## config.mk

```make
export PLATFORM = sky130hd
export DESIGN_NAME = bsg_link_delay_tuner
export DESIGN_NICKNAME = d
export VERILOG_FILES = /design/src/rtl/bsg_chip_pkg.sv /design/src/rtl/bsg_link_delay_center.sv /design/src/rtl/bsg_link_delay_tuner.sv
export SDC_FILE = /design/constraint.sdc
export NUM_CORES = 1
export LEC_CHECK = 0
export CORE_ASPECT_RATIO = 0.7
export CORE_MARGIN = 2
export CORE_UTILIZATION = 55
export CTS_CLUSTER_DIAMETER = 100
export DETAILED_ROUTE_END_ITERATION = 8
export MAX_ROUTING_LAYER = met4
export PLACE_DENSITY = 0.76
export RECOVER_POWER = 50
export SYNTH_ARGS = -nofsm -noshare
export SYNTH_HDL_FRONTEND = slang
export SYNTH_HIERARCHICAL = 1
export SYNTH_SLANG_ARGS = --single-unit
```

## constraint.sdc

```tcl
create_clock -name clk_i -period 16.8 [get_ports clk_i]
set_clock_uncertainty 0.2 [all_clocks]
set_input_delay 2.52 -clock clk_i [delete_from_list [all_inputs] [get_ports clk_i]]
set_output_delay 2.52 -clock clk_i [all_outputs]
set_load 0.01 [all_outputs]
```

## src/rtl/bsg_chip_pkg.sv

```systemverilog
// Shared constants and types for the bsg_link delay-line calibration logic.
package bsg_chip_pkg;

    localparam int unsigned bsg_link_delay_settings_gp = 4;

    typedef enum logic [1:0] {
        IDLE,
        SETTLE,
        SAMPLE,
        RESOLVE
    } bsg_link_delay_tuner_state_e;

endpackage

```

## src/rtl/bsg_link_delay_center.sv

```systemverilog
// Picks the centre of the widest run of passing delay settings for one bit.
module bsg_link_delay_center
    import bsg_chip_pkg::*;
(
    input  logic [bsg_link_delay_settings_gp-1:0] pass_i,
    output logic [1:0]                            sel_o,
    output logic                                  fail_o
);

    int unsigned run_len;
    int unsigned best_len;
    int unsigned best_start;
    logic        in_run;

    // Scan the run length starting at each index; strict '>' keeps the lowest start on ties.
    always_comb begin
        best_len   = 0;
        best_start = 0;
        run_len    = 0;
        in_run     = 1'b0;
        for (int unsigned s = 0; s < bsg_link_delay_settings_gp; s++) begin
            run_len = 0;
            in_run  = 1'b1;
            for (int unsigned k = s; k < bsg_link_delay_settings_gp; k++) begin
                if (in_run && pass_i[k]) run_len++;
                else                     in_run = 1'b0;
            end
            if (run_len > best_len) begin
                best_len   = run_len;
                best_start = s;
            end
        end

        fail_o = (best_len == 0);
        sel_o  = '0;
        if (best_len != 0) sel_o = 2'(best_start + (best_len - 1) / 2);
    end

endmodule

```

## src/rtl/bsg_link_delay_tuner.sv

```systemverilog
// Sweeps the per-bit delay-line selects over all settings against the training
// pattern and commits the centre of each bit's widest passing window.
module bsg_link_delay_tuner
    import bsg_chip_pkg::*;
#(
    parameter int width_p         = 18,
    parameter int settle_cycles_p = 16,
    parameter int sample_cycles_p = 64
) (
    input  logic                 clk_i,
    input  logic                 reset_i,
    input  logic                 start_i,
    input  logic                 manual_v_i,
    input  logic [width_p*2-1:0] manual_sel_i,
    input  logic                 valid_i,
    input  logic [width_p-1:0]   data_i,
    input  logic [width_p-1:0]   expected_i,
    output logic [width_p*2-1:0] sel_o,
    output logic                 busy_o,
    output logic                 done_o,
    output logic [width_p-1:0]   fail_o
);

    localparam int unsigned max_cycles_lp =
        (settle_cycles_p > sample_cycles_p) ? settle_cycles_p : sample_cycles_p;
    localparam int unsigned cnt_width_lp = $clog2(max_cycles_lp + 1);

    localparam logic [cnt_width_lp-1:0] settle_last_lp = cnt_width_lp'(settle_cycles_p - 1);
    localparam logic [cnt_width_lp-1:0] sample_last_lp = cnt_width_lp'(sample_cycles_p - 1);

    bsg_link_delay_tuner_state_e state_r;

    logic [cnt_width_lp-1:0] cnt_r;
    logic [1:0]              setting_r;
    logic [width_p-1:0]      err_r;
    logic                    seen_valid_r;
    logic [width_p-1:0][bsg_link_delay_settings_gp-1:0] pass_r;

    logic [width_p-1:0]      err_next;
    logic                    seen_valid_next;
    logic [width_p-1:0][1:0] center_sel;
    logic [width_p-1:0]      center_fail;

    // Includes the current cycle so the final sample of a window is not lost.
    assign err_next        = err_r | (valid_i ? (data_i ^ expected_i) : '0);
    assign seen_valid_next = seen_valid_r | valid_i;

    for (genvar b = 0; b < width_p; b++) begin : g_center
        bsg_link_delay_center center (
            .pass_i (pass_r[b]),
            .sel_o  (center_sel[b]),
            .fail_o (center_fail[b])
        );
    end

    assign busy_o = (state_r != IDLE);

    always_ff @(posedge clk_i) begin
        if (reset_i) begin
            state_r      <= IDLE;
            cnt_r        <= '0;
            setting_r    <= '0;
            err_r        <= '0;
            seen_valid_r <= 1'b0;
            pass_r       <= '0;
            sel_o        <= '0;
            done_o       <= 1'b0;
            fail_o       <= '0;
        end else begin
            case (state_r)
                IDLE: begin
                    if (start_i) begin
                        state_r      <= SETTLE;
                        setting_r    <= '0;
                        sel_o        <= '0;
                        done_o       <= 1'b0;
                        cnt_r        <= '0;
                        err_r        <= '0;
                        seen_valid_r <= 1'b0;
                    end else if (manual_v_i) begin
                        sel_o <= manual_sel_i;
                    end
                end
                SETTLE: begin
                    if (cnt_r == settle_last_lp) begin
                        cnt_r   <= '0;
                        state_r <= SAMPLE;
                    end else begin
                        cnt_r <= cnt_r + 1'b1;
                    end
                end
                SAMPLE: begin
                    if (cnt_r == sample_last_lp) begin
                        for (int unsigned b = 0; b < width_p; b++)
                            pass_r[b][setting_r] <= seen_valid_next & ~err_next[b];
                        if (setting_r == 2'(bsg_link_delay_settings_gp - 1)) begin
                            state_r <= RESOLVE;
                        end else begin
                            setting_r    <= setting_r + 2'd1;
                            sel_o        <= {width_p{setting_r + 2'd1}};
                            err_r        <= '0;
                            seen_valid_r <= 1'b0;
                            cnt_r        <= '0;
                            state_r      <= SETTLE;
                        end
                    end else begin
                        err_r        <= err_next;
                        seen_valid_r <= seen_valid_next;
                        cnt_r        <= cnt_r + 1'b1;
                    end
                end
                RESOLVE: begin
                    sel_o   <= center_sel;
                    fail_o  <= center_fail;
                    done_o  <= 1'b1;
                    state_r <= IDLE;
                end
                default: state_r <= IDLE;
            endcase
        end
    end

endmodule
```

# Word level (Yosys, flattened, before mapping)
# Index checks and enable logic that the tools add are counted.
# totals
regBits,157
input_bits,77
elab_cells,936
output_inout_bits,56
# classes
muxes,481
n_bitwise,39
magnitude_cmp,74
n_eq_ne,12
addsub,146
reduce_logical,158
# ops
op,n
32-bit two-way mux,180
"32-bit by 1-bit adder with 32-bit output, second input constant",72
32-bit > comparator,36
1-bit by 32-bit > comparator with 1-bit output,18
"32-bit by 1-bit > comparator with 1-bit output, second input constant",18
32-bit logical NOT,18
32-bit nonzero test,18
1-bit two-way mux,202
36-bit two-way mux,4
2-bit two-way mux,61
1-bit logical AND,109
36-bit one-hot mux with 3 select lines,1
"1-bit by 1-bit adder with 2-bit output, second input constant",36
4-bit bitwise mux,18
18-bit two-way mux,4
"3-bit by 1-bit subtractor with 3-bit output, second input constant",18
2-bit adder,18
18-bit one-hot mux with 2 select lines,1
7-bit two-way mux,4
7-bit one-hot mux with 3 select lines,1
1-bit AND,18
1-bit NOT,18
18-bit bitwise OR,1
18-bit XOR,1
other kinds (21),35

# Depth between registers and ports, before layout
# Gate-level depths: netlist of run 1.
# logic_depth
word_depth,19
ltp_mapped,34

# Cells and area by module
# Netlist of run 1, hierarchy kept.
# modules_own_cells
mod,seq_area_each_um2,n_inst,cells_per_inst,area_per_inst_um2
bsg_link_delay_center (g_center[10].center ...),0.0,13,70,559.3
bsg_link_delay_tuner,3143.0,1,783,6672.6
bsg_link_delay_center (g_center[6].center ...),0.0,4,75,550.5
bsg_link_delay_center (g_center[0].center),0.0,1,57,455.4

# Worst setup path before layout of run 1
# OpenSTA, ideal clock, no wires.
# synth_timing
kind,register -> register
from,register pass_r[4] (netlist bit)
to,register sel_o[3]
t_arrival_ns,6.066
period_less_slack_ns,6.412
n_path_buf,0
path_slack_ns,10.388
stages_incl_launch_ff,33
t_required_ns,16.453
setup_time_ns,0.147
path_cell_list,dfxtp_1 nand2_1 inv_1 ha_1 o21a_1 ha_1 a21boi_0 o2111ai_2 ha_1 and3_2 a21oi_2 o21ai_2 o21ai_0 ha_1 and2b_2 o21ai_0 nor3_4 nor2_1 a21oi_1 ha_1 nor4_2 a21oi_1 a32o_1 a21oi_1 ha_1 inv_1 ha_1 xor2_1 xnor2_1 xnor2_1 nor2_1 a22oi_1 a221oi_2
# synth_lines
element,line_no,text
from (decl),bsg_link_delay_tuner.sv:37,logic [width_p-1:0][bsg_link_delay_settings_gp-1:0] pass_r;
"from (signal, indexed assignment)",bsg_link_delay_tuner.sv:95,pass_r[b][setting_r] <= seen_valid_next & ~err_next[b];
to (signal assigned),bsg_link_delay_tuner.sv:81,sel_o <= manual_sel_i;
to (signal assigned),bsg_link_delay_tuner.sv:100,sel_o <= {width_p{setting_r + 2'd1}};
to (signal assigned),bsg_link_delay_tuner.sv:113,sel_o <= center_sel;
to (decl),bsg_link_delay_tuner.sv:18,"output logic [width_p*2-1:0] sel_o,"

==> results of run 1 <==
tightest hold or removal path, delay by kind of cell (launching register included):
family	cells	cell delay [ps]
buffers and inverters	1	50
AO/OA/AOI/OAI	1	50
flip-flops	1	310
flip-flops by register name, summed over array words and instances (netlist names):
register	count
pass_r	72
sel_o	36
err_r	18
fail_o	18
cnt_r	7
setting_r	2
state_r	2
done_o	1
seen_valid_r	1
cell families after synthesis:
family	synth area share (%)
xor gates and xnor gates	3.64
buffers and inverters	6.63
DFF	18.9
AOI/OAI and AO/OA	21.0
adders and majority gates	15.7
muxes	8.06
and+or+nand+nor	26.0
placed cells by master (no fill, tap or decap), types with 17 or more instances in the layout:
cell type	count
a21oi_1	202
a221oi_1	25
a22oi_1	36
a32o_1	17
and2_1	22
and3_2	17
and3b_1	17
clkbuf_16	17
clkdlybuf4s50_1	74
dfxtp_1	157
dlygate4sd3_1	57
ha_1	207
inv_1	195
mux2i_1	65
nand2_1	300
nand3_1	42
nand3b_1	19
nor2_1	84
nor2b_1	68
o2111ai_2	17
o21a_1	36
o21ai_0	42
xnor2_1	45
xor2_1	24
area by class of cell:
type                    instances  share of cell area [%]
clock inverters                13                   0.952
well taps                     385                    2.56
inverters                     209                    4.18
clock buffers                  19                    2.41
multi-input cells            1626                    65.9
flip-flops and latches        157                    16.7
repair buffers                140                    7.30
final timing paths:
kind | slack [ps] | cells past startpoint | endpoint
worst max-delay path | 8580 | 5 | setting_r[0]
worst min-delay path | 250 | 2 | err_r[16]
worst max register to register | 9280 | 32 | sel_o[27]
worst min register to register | 250 | 2 | err_r[16]
synthesized netlist by cell type, types with 14 or more instances:
cell | count | area share [%]
nand2_1 | 300 | 6.8
ha_1 | 208 | 16
a21oi_1 | 202 | 6.1
inv_1 | 195 | 4.4
dfxtp_1 | 157 | 19
nor2_1 | 84 | 1.9
nor2b_1 | 68 | 2.6
mux2i_1 | 65 | 3.9
xnor2_1 | 45 | 2.4
nand3_1 | 42 | 1.3
o21ai_0 | 42 | 1.3
a22oi_1 | 36 | 1.6
o21a_1 | 36 | 1.6
clkbuf_1 | 32 | 0.72
a221oi_1 | 25 | 1.3
xor2_1 | 24 | 1.3
and2_1 | 22 | 0.83
nand3b_1 | 19 | 0.86
a32o_1 | 17 | 1.0
and3_2 | 17 | 0.77
and3b_1 | 17 | 0.90
o2111ai_2 | 17 | 1.5
mux2_2 | 15 | 1.0
mux2_4 | 15 | 1.4
nor3b_1 | 15 | 0.68
a21oi_2 | 14 | 0.74
inv_2 | 14 | 0.32
nor4_2 | 14 | 1.1
o21ai_2 | 14 | 0.74
per-layer routing:
metal  vias to the layer above  GRT usage, %  wire length (µm)
li1                       7446             -                 -
met4                         0          7.46               839
met5                         -             -                 0
met3                        53          3.49              2400
met2                       417          42.4             18900
met1                      7100          38.4             20500
metrics by stage:
stage	hold WS [ps]	instances	total power [mW]	cell area (µm²)	setup slack, ps
CTS	249	2549	1.26	18800	9480
floorplan	224	2050	0.673	16600	10390
global placement	232	2517	0.828	18200	9770
detailed placement	236	2517	0.835	18200	9530
finish	248	2549	1.24	18800	8580
global route	260	2549	1.29	18800	8250
report_power, final:
| part | switching, mW | internal, mW | leakage [nW] |
|---|---|---|---|
| Sequential | 0.0274 | 0.425 | 1.27 |
| Combinational | 0.220 | 0.143 | 5.88 |
| Clock | 0.176 | 0.245 | 0.304 |
==> out/metrics.csv, run 1 <==
metric,value,unit
period_share,48.9,%
synth_cell_types,80,
crit_buf_inv,3,
startpoint,reset_i,
finalNetCount,2436,
antenna_cells,0,
io_pins,133,
mappedNetlistArea,16600,µm²
fmax,0.122,GHz
via_count,15000,
clock_latency,440,ps
cpMostUsedCell,clkbuf_1,
port_buffers,132,
viasPerCell,5.89,
die_y,149,µm
synth-seq-cells,157,
drt_wl_total,42600,µm
outcome,finished with violations,
cts_tree,done,
slew_viol_final,165,
multiInputGateArea,12400,µm²
start_kind,input pin,
dp_hpwl,31300,µm
globalRouteOverflowTotal,0,
cts_hold_buf,0,
rows,53,
ir_drop,0.121,mV
synth_top_flop_cell,dfxtp_1,
ant_nets,0,
rsz0062_at_grt,no,
clock_sinks,157,
violations,"max-capacitance violations, max-slew violations",
hold_viol_final,0,
regArea,3140,µm²
place_congestion,0.929,
yosys_warnings,6,
hold_path_class,reg2reg,
synth_edf_count,0,
cts_buffers,17,
cp_slowest_cell,clkbuf_1,
dr.pass1.iters,5,
cp_max_fo,82,
grt_pass1_wl,69500,µm
initial_core_util,55.6,%
cts_root_buf,clkbuf_16,
power_density,65.8,nW/µm²
htreeDepth,4,
setup-tns-final,0,ps
die_area,31600,µm²
required,16780,ps
syn2layout_area_growth,13.2,%
cts-resized-gates,0,
critPathKind,in2reg,
post-route-util,63.0,%
grt_max_degree,83,
cts_setup_buffers,0,
antenna_found_initial,0,
critPathCaptureType,flop,
clockBufferDepth,2,
ys_seq_area_share,18.9,%
tightest_slew,3870,ps
grt_use_total,27.7,%
critPathTopFamily,buffers and inverters,
path_clk_slew,70,ps
coreArea,29800,µm²
drc_errors,0,
path_cells,clkbuf_1 -> clkbuf_1 -> inv_1 -> nand4_1 -> o31ai_1,
hp-start,err_r[16],
leakagePower,7.46,nW
wl_per_cell,16.7,µm
synth.avg_cell_area,8.10,µm²
drt_iter0_markers,1100,
syn_nets,2335,
drive_gt1_share,13.9,%
max-cap-violations,3,
reg2reg_from,pass_r[53],
fill_cells,2536,
ys_async_sr_fraction,0,%
grt_pass1_vias,13800,
die_w,212,µm
setup_viol,0,
slew_headroom,-158,%
worstPathArrival,8200,ps
slowest_delay,2880,ps
netlist_instances,2050,
period_needed,8220,ps
Note: power is estimated with default switching activity, not from simulation.
==> inputs of run 2 (changes only) <==
- PLACE_DENSITY: 0.76 -> 0.79
- clock period: 16.8 -> 7.3 ns (I/O delays scaled with it)
==> run 2 against run 1 <==
The run ends with design-rule violations, max-capacitance violations, max-slew violations left; clock power increased by 120%; register-to-register slack lost 9000 ps; wire length up 5.1%; via count up 2.8%; non-clock buffer count increased by 30; global-route usage increased by 0.54 points; combinational power increased by 130%; first-iteration DRC count is 15% higher; worst setup slack got worse by 8300 ps; clock-buffer cell count shrank 1; critical path type is now reg2reg.
==> out/metrics.csv, run 2 (synthesis gave the netlist of run 1 again) <==
metric,value,unit
die_w,212,µm
grt_pass1_wl,70800,µm
final_common_cell,nand2_1,
start_kind,flop,
clock_sinks,157,
critPathTopFamily,compound AO/OA/AOI/OAI gates,
io_pins,133,
rows,53,
drc_errors,2,
critPathCaptureType,flop,
final_cells,2580,
grt_max_degree,83,
viasPerCell,5.98,
hold_ws,250,ps
grt_use_total,28.2,%
power_density,146,nW/µm²
die_y,149,µm
htreeDepth,4,
path_depth,32,
top_register,pass_r,
ir_drop,0.167,mV
clock_latency,440,ps
initial_core_util,55.6,%
violations,"design-rule violations, max-capacitance violations, max-slew violations",
fill_cells,2490,
required,7430,ps
cts_buffers,17,
setup_viol,0,
period_share,96.4,%
dr.pass1.iters,9,
fmax,0.142,GHz
crit_buf_inv,2,
path_clk_slew,70,ps
reg2reg_from,pass_r[56],
hold_path_class,reg2reg,
via_count,15400,
syn2layout_area_growth,16.0,%
largest_register_ffs,72,
regArea,3160,µm²
finalInstanceArea,19300,µm²
placed_cells,2525,
cts_root_buf,clkbuf_16,
period_needed,7040,ps
hp-start,err_r[12],
grt_pass1_vias,14500,
mostFrequentLayoutCells,"nand2_1, ha_1, inv_1, a21oi_1, dfxtp_1",
drt_iter0_markers,1264,
cp_slowest_cell,ha_1,
leakagePower,7.65,nW
total_power,2.81,mW
max-cap-violations,1,
reg2reg_to,sel_o[29],
multiInputGateArea,12600,µm²
rr_worst_depth,32,
port_buffers,132,
regToRegSetupSlack,260,ps
finalNetCount,2466,
cp_max_fo,7,
clockBufferDepth,2,
hold_depth,2,
place_congestion,0.917,
drive_gt1_share,16.8,%
cpMostUsedCell,ha_1,
globalRouteOverflowTotal,0,
antenna_found_initial,2,
placed_cell_area,18200,µm²
hold-path-endpoint,err_r[12],
dp_hpwl,32300,µm
slew_viol_final,9,
slowest_delay,370,ps
critPathKind,reg2reg,
drt_wl_total,44800,µm
hold_viol_final,0,
startpoint,pass_r[56],
wl_per_cell,17.4,µm
reg_top3,"pass_r (72), sel_o (36)",
outcome,finished with violations,
die_area,31600,µm²
worstPathArrival,7170,ps
cts_tree,done,
slew_headroom,-12.6,%
tightest_slew,1670,ps
coreArea,29800,µm²
ant_nets,0,
[run 2: cell types whose count changed in the layout (fill, tap and decap cells not counted), moves of 6 or more]
| cell | previous run | this run |
|---|---|---|
| o21ai_1 | 4 | 23 |
| nor4_4 | 1 | 13 |
| a21oi_1 | 202 | 193 |
| dfxtp_1 | 157 | 141 |
| dfxtp_2 | 0 | 16 |
| o21ai_0 | 42 | 17 |
| a21oi_4 | 2 | 10 |
| nor4_2 | 13 | 0 |
| buf_4 | 7 | 37 |
| o21ai_2 | 14 | 20 |
[run 2: worst max path at each step]
| stage | end | slack, ps |
|---|---|---|
| after floorplan | sel_o[3] | 890 |
| after global placement | sel_o[25] | 230 |
| after detailed placement | sel_o[29] | -30 |
| after CTS | sel_o[9] | 50 |
| after global routing | sel_o[29] | -160 |
| final | sel_o[29] | 260 |
[run 2: per-layer routing]
metal	GRT usage, %	up-vias	wire [µm]
met1	37.0	7361	20600
li1	-	7522	-
met2	43.9	472	20300
met5	-	-	0
met3	5.01	84	2720
met4	9.61	0	1210
[run 2: through the flow]
stage	worst slack (ps)	util, %	TNS, ps
5_1_grt	-156	64.5	-404
4_1_cts	49.1	63.1	0
6_report	263	64.5	0
3_5_place_dp	-34.9	61.1	-41.5
2_1_floorplan	888	-	0
3_3_place_gp	233	61.1	0
[run 2: worst min-delay path: cells and delay by family, from the launching register on]
family,cells,cell delay (ps)
DFF,1,310
buffers and inverters,1,40
AOI/OAI and AO/OA,1,50
[run 2: what timing repair did]
action                                 4_1_cts  5_1_grt
pin swaps                                    0       14
gates resized for setup                      3       88
endpoints found under the hold margin        0        0
setup endpoints to repair                    3       32
buffers inserted                             0       22
hold buffers                                 0        0
[run 2: area by class of cell]
cell class,instances,area share [%]
multi-input cells,1626,65.6
inverters,209,4.07
clock inverters,13,0.851
clock buffers,18,2.23
flip-flops and latches,157,16.4
well taps,385,2.50
diodes,2,0.0260
repair buffers,170,8.29
[run 2: where the power goes]
group / switching [mW] / internal [mW]
Sequential: 0.0638 / 0.977
Combinational: 0.504 / 0.325
Clock: 0.399 / 0.539
==> variant (flow settings as in run 1) <==
The parameter `width_p` goes from 18 to 22.
--- a/src/rtl/bsg_link_delay_tuner.sv
+++ b/src/rtl/bsg_link_delay_tuner.sv
@@ -3,7 +3,7 @@
 module bsg_link_delay_tuner
     import bsg_chip_pkg::*;
 #(
-    parameter int width_p         = 18,
+    parameter int width_p         = 22,
     parameter int settle_cycles_p = 16,
     parameter int sample_cycles_p = 64
 ) (
Interface: changed (5 resized); port bits go from 133 to 161. The function was not compared with the original's and may differ.
==> variant against run 1 <==
Area after synthesis increased by 20%. Design area is 20% higher. Via count up 20%. Sequential power is 20% higher. Sequential cell count up 32. Power rose by 14%. Routed wire length rose by 20%. The run still ends with max-capacitance violations, max-slew violations left. Worst setup slack got worse by 530 ps. Register-to-register slack hardly changed. Critical path depth is 1 lower. Critical path type unchanged.
==> variant: results (changes against run 1) <==
[outcome]
outcome=finished, violations left  ; unchanged
violations=max-capacitance violations, max-slew violations  ; unchanged

[place]
routabilityCongestion=0.9036  ; was 0.9288
dp_slack_ps=9506  ; was 9532 ps
dp_hpwl_um=38080  ; was 31290 um
io_buffer_count=160  ; was 132
placed_area_sq_um=21890  ; was 18160 sq um

[global_routing]
grt_usage_pct=27.74  ; was 27.65%
grt_pass1_wl_um=84370  ; was 69460 um
grt_max_degree=88  ; was 83
grt_pass1_vias=17100  ; was 13820
antenna_found_initial=1  ; was 0

[routing]
drt_wl_total_um=50980  ; was 42610 um
dr_total_vias=18010  ; was 15020
drt_iter0_drc=1342  ; was 1100
first_pass_iters=6  ; was 5

[synthesis]
synth_commonest_cells=nand2_1 (365), ha_1 (252), a21oi_1 (229)  ; was nand2_1 (300), ha_1 (208), a21oi_1 (202)
synth_xor_area_share_pct=3.733  ; was 3.640%
ys_seq_area_share_pct=18.97  ; was 18.93%
syn_nets=2809  ; was 2335
synth-adder-area-share_pct=15.81  ; was 15.68%
postSynthAreaPerCell_sq_um=8.095  ; was 8.098 sq um
synthTopCellsByArea=dfxtp_1 (19%), ha_1 (16%), nand2_1 (6.9%)  ; was dfxtp_1 (19%), ha_1 (16%), nand2_1 (6.8%)

[sta]
max_freq_mhz=114.2  ; was 121.6 MHz
whs_ps=282.6  ; was 247.6 ps
slew_violations=171  ; was 165
worst_pin_slew_ps=4120  ; was 3873 ps

[finish]
instances_no_fill=3077  ; was 2549
finalNetCount=2929  ; was 2436
largestRegisters=pass_r: 88 flops, sel_o: 44 flops  ; was pass_r: 72 flops, sel_o: 36 flops
drive_gt1_share_pct=13.52  ; was 13.86%

[cts]
worst_skew_pair.late_latency_ps=460  ; was 440 ps

[worst_setup_path]
crit_arrival_ps=8740  ; was 8200 ps
crit_fanout=87  ; was 82

[power_and_ir_drop]
peakVddDrop_mv=0.07234  ; was 0.1206 mV

[run]
cap_viol_max_count=2  ; was 3

-- variant: cell count changes after synthesis, moves of 14 or more --
cell / delta
nand2_1: +65
nor2_1: +61
a211oi_1: +45
ha_1: +44
dfxtp_1: +32
a21oi_1: +27
a221oi_1: -25
inv_1: -23
nor3_1: +23
xnor2_1: +23
o21ba_2: +19
nor2b_1: +15
mux2i_1: +14
-- variant: power breakdown --
part | switching, mW | internal, mW | total [mW]
logic | 0.265 | 0.176 | 0.442
registers | 0.0334 | 0.509 | 0.542
clock network | 0.196 | 0.228 | 0.424
-- variant: final cells by class --
| cell class | instances | area (sq um) |
|---|---|---|
| Multi-Input combinational cell | 2012 | 15070 |
| Fill cell | 3095 | 13400 |
| Sequential cell | 189 | 3784 |
| Timing Repair Buffer | 175 | 1700 |
| Inverter | 189 | 709.4 |
| Tap cell | 480 | 600.6 |
| Clock buffer | 20 | 456.7 |
| Clock inverter | 11 | 127.6 |
| Antenna cell | 1 | 2.502 |
-- variant: critical path: cells and delay by family --
kind	cells	cell delay, ps
buffers and inverters	3	5940
AND/OR/NAND/NOR	1	210
-- variant: metal layers --
layer	vias up	GRT usage (%)	part of all wire, %
met5	-	-	0
met4	0	8.625	2.0
met3	64	3.666	5.2
met2	499	43.39	45
met1	8457	37.25	48
li1	8993	-	-
-- variant: worst paths after layout --
check,startpoint,endpoint,depth (start not counted)
setup reg to reg,pass_r[77],sel_o[39],32
setup / recovery,reset_i,done_o,4
hold / removal,err_r[15],err_r[15],1
hold reg to reg,err_r[15],err_r[15],1
